$ cat config.mk
export PLATFORM = sky130hd
export DESIGN_NAME = econet_clkgen
export DESIGN_NICKNAME = d
export VERILOG_FILES = /design/src/rtl/econet_clkgen.sv
export SDC_FILE = /design/constraint.sdc
export NUM_CORES = 1
export LEC_CHECK = 0
export ABC_AREA = 0
export BUFFER_PORTS_ARGS = -buffer_cell sky130_fd_sc_hd__buf_2
export CAP_MARGIN = 10
export CORE_ASPECT_RATIO = 0.9
export CORE_UTILIZATION = 55
export CTS_BUF_LIST = sky130_fd_sc_hd__clkbuf_8
export DETAILED_ROUTE_END_ITERATION = 16
export PLACE_DENSITY_LB_ADDON = 0.12
export SLEW_MARGIN = 20
export SYNTH_ARGS = -nofsm -noshare
export SYNTH_HDL_FRONTEND = slang
export SYNTH_SLANG_ARGS = --single-unit
export TNS_END_PERCENT = 1
$ cat constraint.sdc
create_clock -name input_clk -period 6.3 [get_ports input_clk]
set_input_delay 0.315 -clock input_clk [delete_from_list [all_inputs] [get_ports input_clk]]
set_output_delay 0.315 -clock input_clk [all_outputs]
set_load 0.02 [all_outputs]
$ cat src/rtl/econet_clkgen.sv
// econet_clkgen: Econet line clock generator with clock-presence detector.
//   input_clk     block clock
//   reset         asynchronous active-high reset
//   enable        level, 1 = generate the line clock
//   cfg_wr        strobe, load cfg_period/cfg_low into the pending registers
//   cfg_period    requested period in input_clk cycles
//   cfg_low       requested low (mark) time in input_clk cycles
//   cfg_err       sticky, last cfg_wr was rejected
//   econet_clkout registered generated clock, idles high
//   running       generator is mid-waveform
//   clk_in        asynchronous clock returned from the pad
//   clk_present   an Econet clock (external or looped back) is present
//   clk_lost      one-cycle pulse when clk_present falls
module econet_clkgen #(
  parameter int PERIOD_W       = 10,
  parameter int DEFAULT_PERIOD = 60,
  parameter int DEFAULT_LOW    = 12,
  parameter int LOSS_TIMEOUT   = 240
) (
  input  logic                input_clk,
  input  logic                reset,
  input  logic                enable,
  input  logic                cfg_wr,
  input  logic [PERIOD_W-1:0] cfg_period,
  input  logic [PERIOD_W-1:0] cfg_low,
  output logic                cfg_err,
  output logic                econet_clkout,
  output logic                running,
  input  logic                clk_in,
  output logic                clk_present,
  output logic                clk_lost
);
  localparam int CNT_W = $clog2(LOSS_TIMEOUT + 1);
  localparam logic [CNT_W-1:0] TIMEOUT = CNT_W'(LOSS_TIMEOUT);
  localparam logic [PERIOD_W-1:0] DEF_P = PERIOD_W'(DEFAULT_PERIOD);
  localparam logic [PERIOD_W-1:0] DEF_L = PERIOD_W'(DEFAULT_LOW);
  typedef enum logic [1:0] {IDLE, RUN, DRAIN} state_t;
  state_t state_q, state_d;
  logic [PERIOD_W-1:0] phase_q, phase_d;
  logic [PERIOD_W-1:0] act_per_q, act_per_d, act_low_q, act_low_d;
  logic [PERIOD_W-1:0] pend_per_q, pend_per_d, pend_low_q, pend_low_d;
  logic pend_v_q, pend_v_d;
  logic err_q, err_d;
  logic clkout_q, clkout_d;
  logic sync1_q, sync1_d, sync2_q, sync2_d, edge_q, edge_d;
  logic [CNT_W-1:0] cnt_q, cnt_d;
  logic armed_q, armed_d, present_q, present_d, lost_q, lost_d;
  logic terminal, load, cfg_ok, fall, sat;
  always_ff @(posedge input_clk or posedge reset) begin
    if (reset) state_q <= IDLE;
    else       state_q <= state_d;
  end
  // The decision to keep going is only taken at a waveform boundary, so a
  // waveform in progress always completes whatever enable does meanwhile.
  always_comb begin
    state_d = state_q;
    if (state_q == IDLE) state_d = enable ? RUN : IDLE;
    else state_d = enable ? RUN : (terminal ? IDLE : DRAIN);
  end
  always_comb begin
    running  = state_q != IDLE;
    clkout_d = (state_q == IDLE) ? 1'b1 : (phase_q >= act_low_q);
  end
  always_comb begin
    terminal   = (state_q != IDLE) && (phase_q == act_per_q - PERIOD_W'(1));
    load       = pend_v_q && ((state_q == IDLE) || terminal);
    cfg_ok     = (cfg_period >= PERIOD_W'(2)) && (cfg_low != '0) && (cfg_low < cfg_period);
    phase_d    = ((state_q == IDLE) || terminal) ? '0 : phase_q + PERIOD_W'(1);
    act_per_d  = load ? pend_per_q : act_per_q;
    act_low_d  = load ? pend_low_q : act_low_q;
    pend_per_d = (cfg_wr && cfg_ok) ? cfg_period : pend_per_q;
    pend_low_d = (cfg_wr && cfg_ok) ? cfg_low : pend_low_q;
    pend_v_d   = (cfg_wr && cfg_ok) || (pend_v_q && !load);
    err_d      = cfg_wr ? !cfg_ok : err_q;
    sync1_d    = clk_in;
    sync2_d    = sync1_q;
    edge_d     = sync2_q;
    fall       = edge_q && !sync2_q;
    sat        = cnt_q == TIMEOUT;
    cnt_d      = fall ? '0 : (sat ? cnt_q : cnt_q + CNT_W'(1));
    // armed: a falling edge was seen and the counter has not saturated since,
    // so the next falling edge completes a qualifying pair.
    armed_d    = fall || (armed_q && !sat);
    lost_d     = present_q && sat;
    present_d  = lost_d ? 1'b0 : ((fall && armed_q && !sat) ? 1'b1 : present_q);
  end
  always_ff @(posedge input_clk or posedge reset) begin
    if (reset) begin
      phase_q    <= '0;
      act_per_q  <= DEF_P;
      act_low_q  <= DEF_L;
      pend_per_q <= DEF_P;
      pend_low_q <= DEF_L;
      pend_v_q   <= 1'b0;
      err_q      <= 1'b0;
      clkout_q   <= 1'b1;
      sync1_q    <= 1'b1;
      sync2_q    <= 1'b1;
      edge_q     <= 1'b1;
      cnt_q      <= '0;
      armed_q    <= 1'b0;
      present_q  <= 1'b0;
      lost_q     <= 1'b0;
    end else begin
      phase_q    <= phase_d;
      act_per_q  <= act_per_d;
      act_low_q  <= act_low_d;
      pend_per_q <= pend_per_d;
      pend_low_q <= pend_low_d;
      pend_v_q   <= pend_v_d;
      err_q      <= err_d;
      clkout_q   <= clkout_d;
      sync1_q    <= sync1_d;
      sync2_q    <= sync2_d;
      edge_q     <= edge_d;
      cnt_q      <= cnt_d;
      armed_q    <= armed_d;
      present_q  <= present_d;
      lost_q     <= lost_d;
    end
  end
  assign cfg_err       = err_q;
  assign econet_clkout = clkout_q;
  assign clk_present   = present_q;
  assign clk_lost      = lost_q;
endmodule

==> qor.csv <==
stage,metric,value,unit
sta,minimum clock period after layout,2.90,ns
clock_tree,root buffer cell,clkbuf_8,
yosys,Unique masters post-synth,45,
clock_tree,CTS tree,yes,
final_layout,final std cells w/o fill,443,
floorplan,core area,6250,um2
place,DP HPWL,4700,um
worst_setup_path,critical path required time,6.53,ns
drt,DRC viols,0,
floorplan,Top Ports,30,
worst_setup_path,Worst Path Buf+Inv,1,
yosys,synthesized area,3640,um2
clock_tree,# clock sinks,69,
sta,Layout Skew,0.00979,ns
yosys,"Avg Cell Area, Syn",11.4,um2
sta,final setup vio count,0,
sta,"Slew Viols, Final",0,
floorplan,Die X,87.8,um
worst_setup_path,CP Depth,8,
worst_setup_path,reg2reg path depth,8,
final_layout,fin area,4090,um2
clock_tree,Inserted Clock Buffers,9,
place,I/O Buffers,29,
final_layout,Final Util,65.5,%
yosys,Syn Inst Count,320,
worst_setup_path,Worst Path Max Fanout,14,
sta,setup TNS,0,ns
worst_setup_path,CP Launch Type,flip-flop,
final_layout,Fillers,485,
place,area post-placement,3860,um2
place,Placed Instances,427,
yosys,Yosys warning total,0,
clock_tree,Post-CTS Setup Bufs,0,
worst_setup_path,Worst Setup End Kind,flip-flop,
worst_setup_path,Worst path top cell family by delay,simple AND/OR/NAND/NOR gates,
yosys,"Net Count, Synth",368,
drt,final WL,6450,um
sta,Relative slew margins,45.0,%
floorplan,Die ar.,6950,um2
yosys,top post-synthesis cells by area,"dfrtp_1 36%, dfstp_2 12%, mux2_4 8.2%",
drt,vias per inst,5.39,
sta,endpoints failing hold,0,
pwr,maximum vdd drop,0.261,mV
sta,FMAX,0.345,GHz
final_layout,share of cells above drive strength 1,29.8,%
clock_tree,Worst-Skew Late Latency,0.35,ns
grt,largest net degree at the start of global routing,70,
drt,ANT nets after route,0,
status,outcome,completed,
grt,vias in the first global route,2267,
pwr,static leakage,1.98,nW
yosys,most numerous cell in the Yosys netlist,dfrtp_1,
drt,routed vias,2386,
worst_setup_path,CP max stage cell,or4_4,
grt,global-route wire length before repair,11100,um
worst_setup_path,Crit Path Category,reg -> reg,
worst_setup_path,cells along the critical path,"nor2_1, xnor2_1, a41oi_1, or4_4, a2111oi_4, o221ai_2, buf_4, mux2_4",
yosys,Seq cells post-synth,69,
yosys,ys async rst share,100,%
grt,gr usage total,21.4,%
drt,First-pass DRT Iterations,4,
yosys,Post-synth top flop,dfrtp_1,
drt,Routed WL per cell,14.6,um
final_layout,"Net count, final",399,
hold_path,Worst Hold Depth,1,
clock_tree,hold buffers post-CTS,0,
grt,initial antenna violation count,0,
clock_tree,htree depth,3,
worst_setup_path,CP arrival,3.13,ns
final_layout,Syn-to-layout area delta,12.4,%
floorplan,number of core rows,27,
pwr,PwrDens,388,nW/um2
yosys,Yosys top cell area share,36.4,%
yosys,number of synthesized flops with an enable pin,0,
yosys,list of most frequent post-synthesis cells,"53 x dfrtp_1, 31 x nor2_1, 30 x inv_1",
worst_setup_path,"slowest stage delay, CP",0.45,ns
yosys,cell taking the most area after synthesis,dfrtp_1,
sta,Worst-Margin Slew,0.825,ns
flow_run,number of max-cap violations,0,
final_layout,antenna fix cells,0,
floorplan,starting density of the core,58.3,%
yosys,"Seq/Total Area, Yosys",47.9,%
sta,RSZ-0062 raised after global routing,no,
floorplan,die extent in y,79.2,um
hold_path,HP Class,in -> reg,
pwr,Power Total,1.59,mW
clock_tree,Worst-path clk slew,0.08,ns
clock_tree,post-cts resize count,0,
place,placer's final routability congestion estimate,0.863,
drt,initial drt markers,97,
clock_tree,CTS Buffer Depth,2,
grt,GRT Residual Overflow,0,
sta,final worst-path cycle share,46.0,%
[flip-flops by register name, indices dropped and copies added (netlist names)]
name and flops:
phase_q 10, pend_per_q 10, pend_v_q 1, armed_q 1
econet_clkout 1, sync1_q 1, act_low_q 10, cnt_q 8
act_per_q 10, pend_low_q 10, clk_present 1, state_q 2
edge_q 1, clk_lost 1, edge_d 1, cfg_err 1
[cell usage in the layout (no fill, tap or decap), types with 2 or more instances in the layout]
cell        n
a21o_1      9
a21oi_1     9
a41oi_1     2
and2_1      2
buf_2      29
buf_4       2
bufinv_16   2
clkbuf_8    9
clkinv_4    2
dfrtp_1    53
dfstp_2    16
ha_1       23
inv_1      29
inv_6       3
mux2_1      3
mux2_2     18
mux2_4     20
nand2_1    11
nand2b_1    5
nand3_1    15
nand4_1     3
nor2_1     31
nor3_1      3
nor4_1      4
o211ai_1    2
o21ai_0     4
o21bai_1    2
or3_1       2
xnor2_1    13
xor2_1     10
[stage by stage]
step	hold WS, ns	worst slack, ns
3_3_place_gp	0.345	3.47
2_1_floorplan	0.319	3.89
4_1_cts	0.0394	3.39
5_1_grt	0.0361	3.26
3_5_place_dp	0.349	3.42
6_report	0.0524	3.40
[layer usage]
layer  wire length [um]  part of all wire (%)  vias to the layer above  GRT usage, %
met5                  0                     0                        -             0
met4                 95                   1.5                        0          6.89
met2               2720                    42                       50          30.2
met1               3380                    52                     1153          31.6
li1                   -                     -                     1172             -
met3                254                   3.9                       11          6.24
[kinds of logic (layout without fill, tap and decap cells)]
group	count (synthesis)	in the layout	synth area share, %
AO/OA/AOI/OAI	39	39	7.93
XOR/XNOR	23	23	5.53
adder cells (fa/ha/maj)	23	23	7.90
buffers and inverters	41	77	4.67
flip-flops	69	69	47.9
multiplexers	42	42	15.0
AND/OR/NAND/NOR	83	83	11.0
[power breakdown]
group          switching [mW]  internal (mW)  leakage, nW  total, mW
sequential              0.122          0.578        0.820      0.700
clock                   0.181          0.228        0.115      0.409
combinational           0.202          0.275         1.04      0.478
[final timing paths]
| check | from | to | slack (ns) |
|---|---|---|---|
| hold / removal | clk_in | sync1_q$_DFF_PP1_ | 0.05 |
| setup reg to reg | act_per_q[1]$_DFFE_PP0P_ | act_low_q[8]$_DFFE_PP0P_ | 3.40 |
| max in group asynchronous | reset | phase_q[0]$_DFF_PP0_ | 5.56 |
| setup / recovery | act_per_q[1]$_DFFE_PP0P_ | act_low_q[8]$_DFFE_PP0P_ | 3.40 |
| hold reg to reg | sync1_q$_DFF_PP1_ | edge_d$_DFF_PP1_ | 0.36 |
| min in group asynchronous | reset | clk_present$_DFFE_PP0P_ | 0.18 |
[layout make-up]
type | count | area [um2] | area share [%]
Clock buffer | 9 | 124 | 3.03
Clock inverter | 7 | 104 | 2.54
Inverter | 30 | 113 | 2.75
Multi-Input combinational cell | 210 | 1740 | 42.5
Sequential cell | 69 | 1750 | 42.7
Tap cell | 87 | 109 | 2.66
Timing Repair Buffer | 31 | 160 | 3.91
No activity file was read; power rests on OpenSTA's default activity.
